`src/rtl/imm_gen_pipe_if.sv`:
```
// Decode-stage immediate generator handshake bundle: instruction in, decoded entry out.
interface imm_gen_pipe_if #(
   parameter int XLEN  = 32,
   parameter int TAG_W = 8
);
   logic              i_flush;
   logic              i_valid;
   logic              o_ready;
   logic [31:0]       i_instr;
   logic [TAG_W-1:0]  i_tag;
   logic              o_valid;
   logic              i_ready;
   logic [XLEN-1:0]   o_imm;
   logic [2:0]        o_fmt;
   logic              o_illegal;
   logic [TAG_W-1:0]  o_tag;

   modport master (
      output i_flush, i_valid, i_instr, i_tag, i_ready,
      input  o_ready, o_valid, o_imm, o_fmt, o_illegal, o_tag
   );

   modport slave (
      input  i_flush, i_valid, i_instr, i_tag, i_ready,
      output o_ready, o_valid, o_imm, o_fmt, o_illegal, o_tag
   );
endinterface

```
`src/rtl/imm_gen_pipe.sv`:
```
// Immediate/format/illegal decode of a 32-bit instruction, sign-extended to XLEN; CSR forms via IMM_GEN_ZICSR_EN.
// Latency: 1 cycle from accept to o_valid when the output register is empty or draining.
// Backpressure: 2-entry skid (out + skid) keeps full rate; o_ready is the inverted skid valid register.
module imm_gen_pipe #(
   parameter int XLEN  = 32,
   parameter int TAG_W = 8
) (
   input logic           i_clk,
   input logic           i_rst,
   imm_gen_pipe_if.slave bus
);

   localparam logic [2:0] FMT_NONE  = 3'd0;
   localparam logic [2:0] FMT_I     = 3'd1;
   localparam logic [2:0] FMT_S     = 3'd2;
   localparam logic [2:0] FMT_B     = 3'd3;
   localparam logic [2:0] FMT_U     = 3'd4;
   localparam logic [2:0] FMT_J     = 3'd5;
   localparam logic [2:0] FMT_SHAMT = 3'd6;
`ifdef IMM_GEN_ZICSR_EN
   localparam logic [2:0] FMT_CSR   = 3'd7;
`endif

   typedef struct packed {
      logic [XLEN-1:0]  imm;
      logic [2:0]       fmt;
      logic             illegal;
      logic [TAG_W-1:0] tag;
   } entry_t;

   function automatic logic [XLEN-1:0] sext32(input logic [31:0] v);
      logic [XLEN-1:0] r;
      r       = {XLEN{v[31]}};
      r[31:0] = v;
      return r;
   endfunction

   function automatic logic [XLEN-1:0] zext6(input logic [5:0] v);
      logic [XLEN-1:0] r;
      r      = '0;
      r[5:0] = v;
      return r;
   endfunction

   logic [31:0] ins;
   logic [6:0]  opc;
   logic [2:0]  funct3;
   logic        is_shift;
   logic [5:0]  shamt;
   logic [31:0] imm_i32, imm_s32, imm_b32, imm_u32, imm_j32;
   entry_t      dec;

   assign ins      = bus.i_instr;
   assign opc      = ins[6:0];
   assign funct3   = ins[14:12];
   assign is_shift = (funct3[1:0] == 2'b01);
   // RV64 shifts use a 6-bit shamt; RV32 only has 5 bits, bit 25 belongs to funct7.
   assign shamt    = (XLEN == 64) ? ins[25:20] : {1'b0, ins[24:20]};
   assign imm_i32  = {{20{ins[31]}}, ins[31:20]};
   assign imm_s32  = {{20{ins[31]}}, ins[31:25], ins[11:7]};
   assign imm_b32  = {{19{ins[31]}}, ins[31], ins[7], ins[30:25], ins[11:8], 1'b0};
   assign imm_u32  = {ins[31:12], 12'b0};
   assign imm_j32  = {{11{ins[31]}}, ins[31], ins[19:12], ins[20], ins[30:21], 1'b0};

   always_comb begin
      dec.tag     = bus.i_tag;
      dec.fmt     = FMT_NONE;
      dec.imm     = '1;
      dec.illegal = 1'b1;
      case (opc)
         7'b0000011, 7'b1100111: begin
            dec.fmt = FMT_I; dec.imm = sext32(imm_i32); dec.illegal = 1'b0;
         end
         7'b0010011: begin
            dec.illegal = 1'b0;
            if (is_shift) begin
               dec.fmt = FMT_SHAMT; dec.imm = zext6(shamt);
            end else begin
               dec.fmt = FMT_I; dec.imm = sext32(imm_i32);
            end
         end
         7'b0011011: begin
            if (XLEN == 64) begin
               dec.illegal = 1'b0;
               if (is_shift) begin
                  dec.fmt = FMT_SHAMT; dec.imm = zext6({1'b0, ins[24:20]});
               end else begin
                  dec.fmt = FMT_I; dec.imm = sext32(imm_i32);
               end
            end
         end
         7'b0100011: begin
            dec.fmt = FMT_S; dec.imm = sext32(imm_s32); dec.illegal = 1'b0;
         end
         7'b1100011: begin
            dec.fmt = FMT_B; dec.imm = sext32(imm_b32); dec.illegal = 1'b0;
         end
         7'b0110111, 7'b0010111: begin
            dec.fmt = FMT_U; dec.imm = sext32(imm_u32); dec.illegal = 1'b0;
         end
         7'b1101111: begin
            dec.fmt = FMT_J; dec.imm = sext32(imm_j32); dec.illegal = 1'b0;
         end
         7'b0110011: begin
            dec.imm = '0; dec.illegal = 1'b0;
         end
         7'b0111011: begin
            if (XLEN == 64) begin
               dec.imm = '0; dec.illegal = 1'b0;
            end
         end
`ifdef IMM_GEN_ZICSR_EN
         7'b1110011: begin
            dec.illegal = 1'b0;
            if (funct3[2] && (funct3[1:0] != 2'b00)) begin
               dec.fmt = FMT_CSR; dec.imm = zext6({1'b0, ins[19:15]});
            end else begin
               dec.fmt = FMT_I; dec.imm = sext32(imm_i32);
            end
         end
`endif
         default: ;
      endcase
   end

   logic   out_vld, skid_vld;
   entry_t out_q, skid_q;
   logic   accept, xfer, drain;

   assign accept = bus.i_valid & ~skid_vld;
   assign xfer   = out_vld & bus.i_ready;
   assign drain  = ~out_vld | xfer;

   always_ff @(posedge i_clk or posedge i_rst) begin
      if (i_rst) begin
         out_vld  <= 1'b0;
         skid_vld <= 1'b0;
         out_q    <= '0;
         skid_q   <= '0;
      end else if (bus.i_flush) begin
         out_vld  <= 1'b0;
         skid_vld <= 1'b0;
      end else if (drain) begin
         if (skid_vld) begin
            // skid full implies o_ready was low, so no new input can arrive here
            out_q    <= skid_q;
            out_vld  <= 1'b1;
            skid_vld <= 1'b0;
         end else if (accept) begin
            out_q    <= dec;
            out_vld  <= 1'b1;
         end else begin
            out_vld  <= 1'b0;
         end
      end else if (accept) begin
         skid_q   <= dec;
         skid_vld <= 1'b1;
      end
   end

   assign bus.o_ready   = ~skid_vld;
   assign bus.o_valid   = out_vld;
   assign bus.o_imm     = out_q.imm;
   assign bus.o_fmt     = out_q.fmt;
   assign bus.o_illegal = out_q.illegal;
   assign bus.o_tag     = out_q.tag;

endmodule
```
`src/flat_wrapper.sv`:
```
// flat-port wrapper written by rule: the top's interface ports become plain ports
module imm_gen_pipe_flat 
#(
   parameter int XLEN  = 32,
   parameter int TAG_W = 8
)
  (i_clk, i_rst, bus_i_flush, bus_i_valid, bus_i_instr, bus_i_tag, bus_i_ready, bus_o_ready, bus_o_valid, bus_o_imm, bus_o_fmt, bus_o_illegal, bus_o_tag);
  imm_gen_pipe_if #(.XLEN(XLEN), .TAG_W(TAG_W)) bus_i ();
  input logic i_clk;
  input logic i_rst;
  input wire logic [$bits(bus_i.i_flush)-1:0] bus_i_flush;
  input wire logic [$bits(bus_i.i_valid)-1:0] bus_i_valid;
  input wire logic [$bits(bus_i.i_instr)-1:0] bus_i_instr;
  input wire logic [$bits(bus_i.i_tag)-1:0] bus_i_tag;
  input wire logic [$bits(bus_i.i_ready)-1:0] bus_i_ready;
  output wire logic [$bits(bus_i.o_ready)-1:0] bus_o_ready;
  output wire logic [$bits(bus_i.o_valid)-1:0] bus_o_valid;
  output wire logic [$bits(bus_i.o_imm)-1:0] bus_o_imm;
  output wire logic [$bits(bus_i.o_fmt)-1:0] bus_o_fmt;
  output wire logic [$bits(bus_i.o_illegal)-1:0] bus_o_illegal;
  output wire logic [$bits(bus_i.o_tag)-1:0] bus_o_tag;
  assign bus_i.i_flush = bus_i_flush;
  assign bus_i.i_valid = bus_i_valid;
  assign bus_i.i_instr = bus_i_instr;
  assign bus_i.i_tag = bus_i_tag;
  assign bus_i.i_ready = bus_i_ready;
  assign bus_o_ready = bus_i.o_ready;
  assign bus_o_valid = bus_i.o_valid;
  assign bus_o_imm = bus_i.o_imm;
  assign bus_o_fmt = bus_i.o_fmt;
  assign bus_o_illegal = bus_i.o_illegal;
  assign bus_o_tag = bus_i.o_tag;
  imm_gen_pipe #(.XLEN(XLEN), .TAG_W(TAG_W)) u_core (.i_clk(i_clk), .i_rst(i_rst), .bus(bus_i));
endmodule
```
`config.mk`:
```
export PLATFORM = sky130hd
export DESIGN_NAME = imm_gen_pipe_flat
export DESIGN_NICKNAME = d
export VERILOG_FILES = /design/src/rtl/imm_gen_pipe_if.sv /design/src/rtl/imm_gen_pipe.sv /design/src/flat_wrapper.sv
export SDC_FILE = /design/constraint.sdc
export NUM_CORES = 1
export LEC_CHECK = 0
export BUFFER_PORTS_ARGS = -buffer_cell sky130_fd_sc_hd__buf_2
export CAP_MARGIN = 25
export CORE_AREA = 2 2 172 90
export DETAILED_ROUTE_END_ITERATION = 12
export DIE_AREA = 0 0 174 92
export GPL_TIMING_DRIVEN = 0
export PLACE_DENSITY = 0.51
export SKIP_CTS_REPAIR_TIMING = 1
export SYNTH_ARGS = -nofsm -noshare
export SYNTH_HDL_FRONTEND = slang
export SYNTH_SLANG_ARGS = --single-unit
```
`constraint.sdc`:
```
create_clock -name i_clk -period 3.2 [get_ports i_clk]
set_input_delay 0.64 -clock i_clk [delete_from_list [all_inputs] [get_ports i_clk]]
set_output_delay 0.64 -clock i_clk [all_outputs]
set_load 0.01 [all_outputs]
```
Yosys cells after proc, flatten, opt, wreduce, memory -nomap -nowiden
Cells that the tools add are included.
{"block": "totals", "regBits": 90, "out_inout_bits": 46}
{"block": "classes", "n_eq_ne": 10, "mux": 13, "bitwise": 7, "reduce_logical": 8}
{"op": "case mux 32 bit (7 select lines)", "n": 1}
{"op": "two-way mux 44 bit", "n": 2}
{"op": "two-way mux 35 bit", "n": 1}
{"op": "equality test 7 x 6 -> 1 bit, second input constant", "n": 3}
{"op": "equality test 7 bit, second input constant", "n": 3}
{"op": "case mux 3 bit (6 select lines)", "n": 1}
{"op": "equality test 7 x 5 -> 1 bit, second input constant", "n": 2}
{"op": "OR reduction 9 bit", "n": 1}
{"op": "two-way mux 1 bit", "n": 8}
{"op": "equality test 7 x 2 -> 1 bit, second input constant", "n": 1}
{"op": "AND reduction 3 bit", "n": 2}
{"op": "NOT 1 bit", "n": 4}
{"op": "nonzero test 2 bit", "n": 2}
{"op": "OR reduction 2 bit", "n": 2}
{"op": "nonzero test 3 bit", "n": 1}
{"op": "AND 1 bit", "n": 2}
{"op": "equality test 2 x 1 -> 1 bit, second input constant", "n": 1}
{"op": "OR 1 bit", "n": 1}

Longest topological paths before layout
{"block": "depth", "word_depth": 6, "depth_mapped": 8}

Least setup slack after synthesis
Ideal clock, no wire load.
{"block": "synth_path", "path_kind": "in2reg", "start": "in bus_i_instr[6]", "end": "reg u_core.out_q, in the netlist u_core.bus.o_imm[24]", "arrival_ns": 1.905, "required_ns": 3.074, "setup_slack_ns": 1.170, "path_stages": 7, "path_buffers": 2, "cell_sequence": "buf_4 or3b_4 o21ai_2 nand4_4 a31oi_4 buf_6 a21oi_2"}
{"block": "synth_via", "elab_chain_len": 5, "word_cells_on_any_way": 14, "classes_between": "9 x eq/ne; 3 x mux; 2 x reduce/logical"}
{"item": "start, declared", "line_no": "flat_wrapper.sv:13", "text": "input wire logic [$bits(bus_i.i_instr)-1:0] bus_i_instr;"}
{"item": "equality test 7 x 6 -> 1 bit (tied with other cells)", "line_no": "imm_gen_pipe.sv:70", "text": "case (opc)"}
{"item": "OR reduction 2 bit", "line_no": "imm_gen_pipe.sv:70"}
{"item": "case mux 32 bit (7 select lines) (*)", "line_no": "imm_gen_pipe.sv:70"}
{"item": "two-way mux 44 bit (*)", "line_no": "imm_gen_pipe.sv:149", "text": "end else if (accept) begin"}
{"item": "two-way mux 44 bit (*)", "line_no": "imm_gen_pipe.sv:144", "text": "if (skid_vld) begin"}
{"item": "end signal, assigned", "line_no": "imm_gen_pipe.sv:146", "text": "out_q <= skid_q;"}
{"item": "end, declared", "line_no": "imm_gen_pipe.sv:127", "text": "entry_t out_q, skid_q;"}
Every way passes the cells marked *; elsewhere a longest branch is shown, timed or not. The select of a mux whose other input is x is not followed.
A chain may end at the register's enable or synchronous reset.

Final worst setup path
{"block": "layout_path", "start": "reg u_core.skid_vld", "end": "out bus_o_ready"}
{"block": "layout_via", "elab_chain_len": 1}
{"item": "start, declared", "line_no": "imm_gen_pipe.sv:126", "text": "logic out_vld, skid_vld;"}
{"item": "start signal, assigned", "line_no": "imm_gen_pipe.sv:137", "text": "skid_vld <= 1'b0;"}
{"item": "start signal, assigned", "line_no": "imm_gen_pipe.sv:142", "text": "skid_vld <= 1'b0;"}
{"item": "start signal, assigned", "line_no": "imm_gen_pipe.sv:148", "text": "skid_vld <= 1'b0;"}
{"item": "NOT 1 bit", "line_no": "imm_gen_pipe.sv:161", "text": "assign bus.o_ready = ~skid_vld;"}
{"item": "end, declared", "line_no": "flat_wrapper.sv:16", "text": "output wire logic [$bits(bus_i.o_ready)-1:0] bus_o_ready;"}
Every way passes these cells.

==> out/results.ini <==
[critical_path]
cpPeakStageDelay_ps = 540
critPathBufInv = 5
worstSetupPathType = reg -> out
crit_arrival_ps = 2370
r2r-start = u_core.skid_vld
r2r_end = u_core.bus.o_imm[31]
reg2reg_setup_slack_ps = 990
rr_worst_depth = 6
crit_end = bus_o_ready
crit_fanout = 10
end_kind = output pin
startpoint_type = flip-flop
crit_family = buffers and inverters
cp.depth = 5
critPathMostFrequentCell = clkbuf_1
path_cells = buf_4, inv_1, clkbuf_1, clkbuf_1, buf_2
crit_required_ps = 2560
startpoint = u_core.skid_vld
slowest_stage = clkbuf_1

[place]
globalplace.congestion = 0.873
hpwlAfterDp_um = 9950
place_ws_ps = 575
numPortBuffers = 87

[floorplan]
die_h_um = 92
die-area_sq_mm = 0.0160
core_area_sq_mm = 0.0147
die_w_um = 174
io_pins = 91
initial_core_util_pct = 29.0
num_rows = 32

[global_routing]
grt_pass1_wl_um = 21300
antenna_found_initial = 0
grt_pass1_vias = 3642
track_usage_pct = 17.8
gr-total-overflow = 0
grt_max_degree = 69

[timing]
finalCritPeriodShare_pct = 94.0
min_period_ps = 3010
worst_slew_pin_slew_ps = 692
hold_viol_final = 0
finalSetupViolations = 0
slew_viol_final = 0
rsz0062_at_grt = no
max_freq_mhz = 332
relSlewSlack_pct = 53.9
setup_slack_ps = 191
skew_ps = 8.10

[clock_network]
clk_path_buf_depth = 2
cts_tree = yes
cts-buffers-inserted = 9
root_buffer = clkbuf_16
clk_pin_slew_ps = 70
ctsHtreeMaxLevel = 3
clkSinkCount = 90
insertion_delay_ps = 350

[synthesis]
ys_top_cells_by_count = 90 x dfrtp_1, 57 x nor2_1, 40 x a21oi_1, 38 x nand2_1, 24 x o21ai_0
synth_area_leaders = dfrtp_1 53%, nor2_1 5.0%, a21oi_1 4.7%
syn_inst = 428
synth-edff-count = 0
yosysSeqAreaShare_pct = 52.6
synth.top_cell.area_share_pct = 52.6
syn_nets = 473
synth_warnings = 0
ys_types = 50
synth.cell_area_sq_mm = 0.00428
synthFlopType = dfrtp_1
syn_area_per_cell_sq_um = 10.0
synth_area_leader_cell = dfrtp_1
async_flop_share_pct = 100
synth.most_common_cell = dfrtp_1
synth-seq-cells = 90

[pwr]
vdd_drop_max_uv = 232
clkPwrFrac_pct = 37.1
swShare_pct = 28.9
p_leak_nw = 2.02
seqPwrFrac_pct = 47.5
p_int_w = 0.00213
p_total_w = 0.00299
switching_power_w = 0.000864
p_comb_share_pct = 15.4
powerDensity_mw_per_mm2 = 563

[final_layout]
syn2layout_area_growth_pct = 24.2
num-nets-final = 573
antenna_cells = 0
drive_gt1_share_pct = 31.9

[routing]
drt_iter0_markers = 259
antenna_left = 0
routed_wl_um = 13600
first_pass_iters = 5
route.detailed.drc = 0
viasPerCell = 5.03
wl_per_cell_um = 18.4
vias = 3706

[outcome]
status = complete, no violations

[min_path]
min_path_type = in -> async

[flow_run]
drv_cap = 0

-- cell type report --
| class | instances | area [sq um] |
|---|---|---|
| multi-input cells | 305 | 1860 |
| well taps | 204 | 255 |
| flip-flops and latches | 90 | 2250 |
| clock buffers | 9 | 225 |
| clock inverters | 7 | 77.6 |
| repair buffers | 89 | 474 |
| fillers | 1545 | 9420 |
| inverters | 4 | 17.5 |
| plain buffers | 29 | 149 |
-- power groups by stage --
stage          registers [W]  logic [W]  clock network (W)
4_1_cts              0.00142   0.000464            0.00113
6_report             0.00142   0.000461            0.00111
3_3_place_gp         0.00143   0.000443                  0
3_5_place_dp         0.00144   0.000463                  0
5_1_grt              0.00144   0.000519            0.00117
2_1_floorplan        0.00145   0.000258                  0
-- worst reg2reg max path, stage by stage (launching register included) --
cell       delay [ps]
dfrtp_1           360
buf_4             180
inv_1             280
clkbuf_1          410
clkbuf_1          540
o21ai_0           190
a2bb2oi_1         170
-- worst min path at each step --
stage | from | end | cells after the start
after floorplan | u_core.skid_q[8] | u_core.skid_q[8] | 2
after global routing | i_rst | u_core.bus.o_imm[25] | 2
after CTS | i_rst | u_core.bus.o_imm[25] | 2
after global placement | u_core.bus.o_tag[2] | u_core.bus.o_tag[2] | 2
final | i_rst | u_core.bus.o_imm[26] | 2
after detailed placement | u_core.bus.o_tag[2] | u_core.bus.o_tag[2] | 2
-- through the flow --
| stage | util (%) | hold slack [ps] | TNS, ps | instances | instance area, sq um |
|---|---|---|---|---|---|
| after floorplan | - | 467 | 0 | 428 | 4280 |
| after global placement | 33.7 | 459 | -80980 | 719 | 4970 |
| after detailed placement | 33.9 | 472 | 0 | 720 | 5000 |
| after CTS | 36.0 | 260 | 0 | 736 | 5300 |
| after global routing | 36.1 | 278 | 0 | 737 | 5310 |
| final | 36.1 | 252 | 0 | 737 | 5310 |
-- cells in the final DEF, fill, tap and decap left out, types with 12 or more instances in the layout --
cell type and instances:
nor2_1 57, clkbuf_1 12, or3_1 13, dfrtp_1 90
a21oi_1 40, o21ai_0 24, buf_2 98, nand2_1 38
nor3_1 23
-- logic make-up (layout without fill, tap and decap cells) --
logic type | Yosys count | in the layout | share of synthesized area (%)
buffers and inverters | 33 | 138 | 3.83
DFF | 90 | 90 | 52.6
and+or+nand+nor | 171 | 171 | 20.4
AOI/OAI and AO/OA | 116 | 116 | 18.7
muxes | 18 | 18 | 4.47
-- layer usage --
metal  routed length, um  track usage (%)  vias up
met3                1180             5.89       19
met2                5250             22.8      153
met5                   0                0        -
met4                 182             4.20        0
met1                6970             27.8     1827
li1                    -                -     1707
-- state kept, by name (all words and copies together) (netlist names) --
| name | flops |
|---|---|
| u_core.skid_q | 44 |
| u_core.bus.o_imm | 32 |
| u_core.bus.o_tag | 8 |
| u_core.bus.o_fmt | 3 |
| u_core.bus.o_illegal | 1 |
| u_core.bus.o_valid | 1 |
| u_core.skid_vld | 1 |
No activity file was read; power rests on OpenSTA's default activity.
